`src/rtl/bcd_to_bin.sv`:
```
// Purpose: sequential packed-BCD to unsigned binary converter (reverse double dabble).
// Latency: rdy pulses 2*BIN_W+1 clocks after the en edge; busy covers the whole conversion.
// Backpressure: none; en while busy is dropped, so the producer must wait for rdy before restarting.
//
// Ports:
//   clk, rst_n  - rising-edge clock, asynchronous active-low reset
//   en          - single-cycle start request, honoured only while busy=0
//   bcd_d_in    - DIGITS packed BCD digits, digit 0 in [3:0]
//   bin_d_out   - converted value, held until the next completion (0 when err)
//   rdy         - one-clock completion pulse
//   busy        - high while a conversion is in flight
//   err         - set with rdy when any input digit was > 9; held until next completion
module bcd_to_bin #(
    parameter int DIGITS = 3,
    parameter int BIN_W  = 10
) (
    input  logic                  clk,
    input  logic                  rst_n,
    input  logic                  en,
    input  logic [4*DIGITS-1:0]   bcd_d_in,
    output logic [BIN_W-1:0]      bin_d_out,
    output logic                  rdy,
    output logic                  busy,
    output logic                  err
);

    localparam int BCD_W = 4 * DIGITS;
    localparam int SR_W  = BCD_W + BIN_W;
    localparam int CNT_W = $clog2(BIN_W + 1);
    localparam logic [CNT_W-1:0] CNT_LAST = CNT_W'(BIN_W);

    typedef enum logic [1:0] {
        IDLE   = 2'd0,
        SHIFT  = 2'd1,
        ADJUST = 2'd2,
        DONE   = 2'd3
    } state_t;

    state_t            state;
    state_t            state_nxt;

    // {bcd_sr, bin_sr}: BCD digits drain out of the bottom into the binary half.
    logic [SR_W-1:0]   sr;
    logic [SR_W-1:0]   sr_nxt;
    logic [SR_W-1:0]   sr_adj;
    logic [CNT_W-1:0]  cnt;
    logic [CNT_W-1:0]  cnt_nxt;
    logic              err_int;
    logic              err_int_nxt;
    logic              bad_digit;

    logic [BIN_W-1:0]  bin_nxt;
    logic              rdy_nxt;
    logic              busy_nxt;
    logic              err_nxt;

    // Any input digit outside 0..9 poisons the result.
    always_comb begin
        bad_digit = 1'b0;
        for (int d = 0; d < DIGITS; d++) begin
            if (bcd_d_in[4*d +: 4] > 4'd9) begin
                bad_digit = 1'b1;
            end
        end
    end

    // A digit >= 8 after the shift carried a 10 from the digit above, which
    // is worth 8 here only as a 5; subtracting 3 restores the decimal weight.
    // Digit MSB set is exactly the >= 8 condition, so the subtract cannot wrap.
    always_comb begin
        sr_adj = sr;
        for (int d = 0; d < DIGITS; d++) begin
            if (sr[BIN_W + 4*d + 3]) begin
                sr_adj[BIN_W + 4*d +: 4] = sr[BIN_W + 4*d +: 4] - 4'd3;
            end
        end
    end

    // State register
    always_ff @(posedge clk or negedge rst_n) begin
        if (!rst_n) begin
            state <= IDLE;
        end else begin
            state <= state_nxt;
        end
    end

    // Next-state logic
    always_comb begin
        state_nxt = IDLE;
        case (state)
            IDLE:    state_nxt = en ? SHIFT : IDLE;
            SHIFT:   state_nxt = ADJUST;
            ADJUST:  state_nxt = (cnt == CNT_LAST) ? DONE : SHIFT;
            DONE:    state_nxt = IDLE;
            default: state_nxt = IDLE;
        endcase
    end

    // Output / datapath next-value logic
    always_comb begin
        sr_nxt      = sr;
        cnt_nxt     = cnt;
        err_int_nxt = err_int;
        bin_nxt     = bin_d_out;
        err_nxt     = err;
        busy_nxt    = busy;
        rdy_nxt     = 1'b0;
        case (state)
            IDLE: begin
                if (en) begin
                    sr_nxt      = {bcd_d_in, {BIN_W{1'b0}}};
                    err_int_nxt = bad_digit;
                    cnt_nxt     = '0;
                    busy_nxt    = 1'b1;
                end
            end
            SHIFT: begin
                sr_nxt  = sr >> 1;
                cnt_nxt = cnt + 1'b1;
            end
            ADJUST: begin
                sr_nxt = sr_adj;
            end
            DONE: begin
                bin_nxt  = err_int ? '0 : sr[BIN_W-1:0];
                err_nxt  = err_int;
                rdy_nxt  = 1'b1;
                busy_nxt = 1'b0;
            end
            default: begin
                busy_nxt = 1'b0;
            end
        endcase
    end

    // Datapath and output registers
    always_ff @(posedge clk or negedge rst_n) begin
        if (!rst_n) begin
            sr        <= '0;
            cnt       <= '0;
            err_int   <= 1'b0;
            bin_d_out <= '0;
            rdy       <= 1'b0;
            busy      <= 1'b0;
            err       <= 1'b0;
        end else begin
            sr        <= sr_nxt;
            cnt       <= cnt_nxt;
            err_int   <= err_int_nxt;
            bin_d_out <= bin_nxt;
            rdy       <= rdy_nxt;
            busy      <= busy_nxt;
            err       <= err_nxt;
        end
    end

endmodule
```
`config.mk`:
```
export PLATFORM = sky130hd
export DESIGN_NAME = bcd_to_bin
export DESIGN_NICKNAME = d
export VERILOG_FILES = /design/src/rtl/bcd_to_bin.sv
export SDC_FILE = /design/constraint.sdc
export NUM_CORES = 1
export LEC_CHECK = 0
export BUFFER_PORTS_ARGS = -buffer_cell sky130_fd_sc_hd__buf_2
export CAP_MARGIN = 30
export CORE_MARGIN = 4
export CORE_UTILIZATION = 57
export CTS_CLUSTER_DIAMETER = 80
export DETAILED_ROUTE_END_ITERATION = 10
export PLACE_DENSITY = 0.84
export SLEW_MARGIN = 15
export SYNTH_ARGS = -nofsm -noshare
export SYNTH_HDL_FRONTEND = slang
export SYNTH_SLANG_ARGS = --single-unit
export TNS_END_PERCENT = 5
```
`constraint.sdc`:
```
create_clock -name clk -period 2.1 [get_ports clk]
set_clock_uncertainty 0.05 [all_clocks]
set_input_delay 0.42 -clock clk [delete_from_list [all_inputs] [get_ports clk]]
set_output_delay 0.42 -clock clk [all_outputs]
set_load 0.1 [all_outputs]
```
==> results of run 1 <==
==> Yosys cell counts, types with 3 or more instances <==
cell type and number:
nand2_1 44, a22o_1 7, a21oi_1 12, nor2_1 8, and3_1 4, xnor2_1 3
a31oi_1 5, o2bb2ai_1 7, o21ai_0 20, dfrtp_1 42, ha_1 9, buf_2 5
inv_1 9, mux2i_1 3, o21ai_1 10, mux2_2 5
==> stage by stage <==
stage,total power [mW],utilization,std cells,cell area [µm²],hold slack [ps]
finish,3.76,0.707,297,2430,26.3
global route,4.02,0.707,297,2430,28.6
CTS,3.76,0.707,297,2430,32.1
detailed placement,3.12,0.674,289,2320,357
global placement,3.09,0.674,289,2320,358
floorplan,2.68,-,216,2090,74.4
==> placed cells by master (no fill, tap or decap), types with 3 or more instances in the layout <==
cell type,Yosys,final
o2bb2ai_1,7,7
mux2i_1,3,3
and3_1,4,4
o21ai_0,20,20
nand2_1,44,44
mux2_2,5,5
a31oi_1,5,5
ha_1,9,9
dfrtp_1,42,42
clkbuf_8,0,5
a21oi_1,12,12
a22o_1,7,7
nor2_1,8,8
buf_2,5,27
xnor2_1,3,3
o21ai_1,10,10
inv_1,9,9
buf_4,1,7
==> how the worst max path moves through the flow <==
stage,startpoint,to,cells after the start
after floorplan,state[1],sr[15],6
final,state[0],sr[15],6
after detailed placement,state[1],sr[15],6
after global routing,state[1],sr[15],6
after global placement,state[1],sr[15],6
after CTS,state[0],sr[15],6
==> sequential cells by signal (all words and copies together), names as in the netlist <==
name and count:
sr 22, bin_d_out 10, cnt 4, state 2, busy 1, err 1
err_int 1, rdy 1
==> logic make-up (layout without fill, tap and decap cells) <==
logic type / after synthesis / after routing
AND/OR/NAND/NOR: 66 / 66
buffers and inverters: 18 / 53
AO/OA/AOI/OAI: 69 / 69
adder cells (fa/ha/maj): 9 / 9
flip-flops: 42 / 42
XOR/XNOR: 3 / 3
multiplexers: 9 / 9
==> area by class of cell <==
cell class / count / area [µm²] / share of cell area
repair buffers: 35 / 208 / 0.0854
clock inverters: 3 / 45.0 / 0.0185
clock buffers: 5 / 68.8 / 0.0283
inverters: 10 / 37.5 / 0.0154
multi-input cells: 156 / 965 / 0.397
flip-flops and latches: 42 / 1050 / 0.432
well taps: 46 / 57.6 / 0.0237
==> power groups by stage <==
stage / Combinational, mW / Sequential [mW] / Clock (mW)
6_report: 1.88 / 1.25 / 0.627
3_3_place_gp: 1.83 / 1.25 / 0
4_1_cts: 1.87 / 1.25 / 0.643
5_1_grt: 2.04 / 1.29 / 0.698
3_5_place_dp: 1.85 / 1.27 / 0
2_1_floorplan: 1.14 / 1.54 / 0
==> layer usage <==
metal / part of all wire / track usage / vias to the layer above / routed length [µm]
met5: 0 / 0 / - / 0
met4: 0.019 / 0.0993 / 0 / 82
met3: 0.047 / 0.0438 / 9 / 202
met1: 0.46 / 0.273 / 803 / 1970
met2: 0.47 / 0.319 / 37 / 2040
li1: - / - / 829 / -
==> qor.txt, run 1 <==
Critical path's slowest cell - dfrtp_1
Area contributors post-synth - dfrtp_1, nand2_1, ha_1, o21ai_0, a22o_1
Flop2flop setup slack - 200 ps
Setup total negative slack - 0 ps
Pre-CTS WS - 205 ps
Slew Limit Fails - 0
Final WS setup - 196 ps
Int Pwr - 2.06 mW
N_diodes - 0
Post-DR wirelength/cell - 14.5 µm
Clock slew at reported path FFs - 80 ps
Count of unique library cells instantiated by Yosys - 35
Clk buf depth - 2
Sequential power share - 0.334
Clock insertion delay at the later pin of the skew report - 290 ps
Critical path fanouts, max - 8
Synth Warn # - 0
CTS Buf Count - 5
Adder-Cell Fraction of Synth Area - 0.0538
Reg-to-Reg End - sr[15]
PD cells - 1550 nW/µm²
Row cnt - 21
Period minus WS final - 1900 ps
First-pass GRT wire length - 7120 µm
Static leakage - 1.15 nW
Synth Area in Compound Gates - 0.210
Max transition margin - 0.678
Final Cycle Share - 0.907
CTS resizes - 0
Switching part of the total power - 0.453
Post-synth ARST share - 1.00
Synth Instances - 216
Share of cells above drive strength 1 - 0.219
Final GP Congestion - 0.888
WP data arrival - 2040 ps
Ordered cell list for the critical path - inv_1, ha_1, and2_4, and3_1, a221o_1, mux2_2
Die X - 68.6 µm
CP delay by family, top - flip-flops
Primary FF master, synth - dfrtp_1
Setup repair bufs after CTS - 0
Largest net degree at the start of global routing - 43
CTS Sinks - 42
CTS root buf - clkbuf_8
Synth-to-layout area growth - 16.2%
# DRC - 0
Initial antenna violation count - 0
CP peak stage delay - 400 ps
Least-Margin Pin Slew - 486 ps
CTS tree - done
Peak supply drop - 0.000894 V
Synthesized flop and latch total - 42
Crit. End Element - register
Detail Route Antenna Nets - 0
Worst hold path type - in2async
Main combinational cell family by area after synthesis - compound AO/OA/AOI/OAI gates
Kind of critical path - reg2reg
Vias in the first global route - 1,568
CP startpoint kind - register
Final setup fails - 0
Unrepaired setup endpoints after global routing - no
Clk pwr share - 0.167
Initial drt markers - 153
Xor/xnor share of the synthesized area - 0.0126
Max Cap Viol - 0
Vias per cell - 5.65
Filler cells - 244
Worst R2R Start - state[0]
CP required - 2230 ps
Syn_nets - 240
Port Buffers - 27
Status - completed
WP buf/inv - 1
Initial Util - 0.608
Synth Area per Inst - 9.69 µm²
Core region area - 3440 µm²
Cell taking the most area after synthesis - dfrtp_1
R2R cell count - 6
H-tree levels - 2
Final Hold Fails - 0
GRT Overall Usage - 0.206
Synth top area share - 0.502
Sequential share of the synthesized area - 0.502
Fraction of synthesized area in multiplexers - 0.0484
Final WL - 4300 µm
Fmax - 525 MHz
Logic pwr share - 0.500
Post-synth EDFFs - 0
Hold-fix buffers, CTS - 0
Sw Pwr - 1.70 mW
Io pins - 28
Drt first pass iters - 5
Post-Synth Simple-Gate Area - 0.136
DP HPWL - 3130 µm
Post-Synthesis Cell Area - 2090 µm²
DR vias - 1,678
Total die area - 4710 µm²
Die height - 68.6 µm
Total grt overflow - 0
Layout Nets - 274
(Power assumes the default switching activity.)
==> inputs of run 2 (changes only) <==
Settings changed: PLACE_DENSITY 0.84 to unset, PLACE_DENSITY_LB_ADDON set to 0.2.
==> run 2 against run 1 <==
Net effect: worst setup slack better by 69 ps; register-to-register slack improved by 70 ps; final cell count increased by 1.0%; flip-flop and latch count unchanged; global-route usage grew 1.9 points; core utilization shrank 0.25 points; critical path depth is 1 lower; via count fell by 0.30%; hold slack improved by 300 ps; final area shrank 0.36%; critical path type unchanged.
==> qor.txt, run 2 (same netlist as run 1, synthesis figures left out) <==
Status - completed
Vias in the first global route - 1,565
DP Area - 2320 µm²
Max Cap Viol - 0
Initial antenna violation count - 0
Port Buffers - 27
Final setup fails - 0
DP HPWL - 3330 µm
CTS resizes - 0
Post-DR wirelength/cell - 15.1 µm
Critical path's slowest cell - or2_1
Unrepaired setup endpoints after global routing - no
Io pins - 28
CP peak stage delay - 520 ps
Final WL - 4520 µm
Slew Limit Fails - 0
Pre-CTS WS - 248 ps
Final Cycle Share - 0.874
Fin area - 2420 µm²
CTS root buf - clkbuf_8
Metal-1 WL - 2150 µm
Crit. End Element - register
Largest net degree at the start of global routing - 21
WP buf/inv - 1
Critical path fanouts, max - 20
Share of cells above drive strength 1 - 0.224
N_diodes - 0
Total die area - 4710 µm²
Max transition margin - 0.611
Drt first pass iters - 4
Most frequent cells in the layout - nand2_1, dfrtp_1, buf_2, o21ai_0, a21oi_1
Detail Route Antenna Nets - 0
Peak supply drop - 0.000902 V
Kind of critical path - reg2reg
Vias per cell - 5.58
DR vias - 1,673
Row cnt - 21
Core region area - 3440 µm²
Static leakage - 1.15 nW
Final WS setup - 265 ps
CTS Sinks - 42
CTS tree - done
WP data arrival - 1960 ps
DR top layer - met4
Fmax - 545 MHz
CP startpoint kind - register
Commonest non-fill, non-tap cell in the layout - nand2_1
Met2 Wirelength - 2050 µm
Max reg flops - 22
Top reg by flops - sr
Ordered cell list for the critical path - inv_1, ha_1, mux2i_1, or2_1, o21ai_1
CP delay by family, top - simple AND/OR/NAND/NOR gates
CP required - 2220 ps
Biggest regs - sr x22, bin_d_out x10, cnt x4
Filler cells - 280
Die X - 68.6 µm
Clock insertion delay at the later pin of the skew report - 300 ps
Least-Margin Pin Slew - 584 ps
CTS Buf Count - 5
Period minus WS final - 1840 ps
Die height - 68.6 µm
# DRC - 0
Synth-to-layout area growth - 15.8%
H-tree levels - 2
Met3 Wirelength - 254 µm
Layout Nets - 277
Initial Util - 0.608
Hold-fix buffers, CTS - 1
Final GP Congestion - 0.917
Worst hold path type - in2reg
Setup total negative slack - 0 ps
Setup repair bufs after CTS - 0
Total grt overflow - 0
Initial drt markers - 204
Clock slew at reported path FFs - 90 ps
PD cells - 1530 nW/µm²
Final Hold Fails - 0
GRT Overall Usage - 0.224
Clk buf depth - 2
First-pass GRT wire length - 7660 µm
## run 2: changes by cell type in the layout (fill, tap and decap cells not counted), sizes merged
cell / previous run / this run
buf: 35 / 37
dlygate4sd3: 0 / 1
bufinv: 1 / 0
inv: 10 / 11
## run 2: layout make-up
class                           instances  area, µm²  area share
Sequential cell                        42       1050       0.434
Multi-Input combinational cell        156        965       0.398
Timing Repair Buffer                   38        220      0.0909
Clock buffer                            5       68.8      0.0284
Tap cell                               46       57.6      0.0237
Inverter                               10       37.5      0.0155
Clock inverter                          3       23.8     0.00981
## run 2: path summary, 6_finish.rpt
kind,from,to,slack [ps],depth (start not counted)
setup / recovery,state[0],sr[1],260,5
hold / removal,bcd_d_in[11],sr[21],320,2
setup reg to reg,state[0],sr[1],260,5
hold reg to reg,bin_d_out[4],bin_d_out[4],440,1
max in group asynchronous,rst_n,cnt[3],1000,3
min in group asynchronous,rst_n,bin_d_out[0],470,2
## run 2: per-stage QoR
stage,utilization,hold WS (ps),cells,power (mW)
global route,0.704,329,300,3.99
CTS,0.704,320,300,3.70
finish,0.704,322,300,3.70
detailed placement,0.674,273,291,3.15
floorplan,-,74.4,216,2.68
global placement,0.674,271,291,3.13
## run 2: worst reg2reg max path, stage by stage (launching register included)
cell and delay, ps:
dfrtp_1 410, inv_1 100, ha_1 200, mux2i_1 270
or2_1 520, o21ai_1 160
## run 2: per-layer routing
| layer | up-vias | global-route usage |
|---|---|---|
| met5 | - | 0 |
| met4 | 0 | 0.0819 |
| met3 | 5 | 0.0583 |
| met2 | 45 | 0.333 |
| met1 | 789 | 0.315 |
| li1 | 834 | - |
## run 2: report_power, final
group          internal [mW]  switching [mW]
logic                  0.692            1.21
registers               1.03           0.228
clock network          0.238           0.306
total                   1.96            1.75
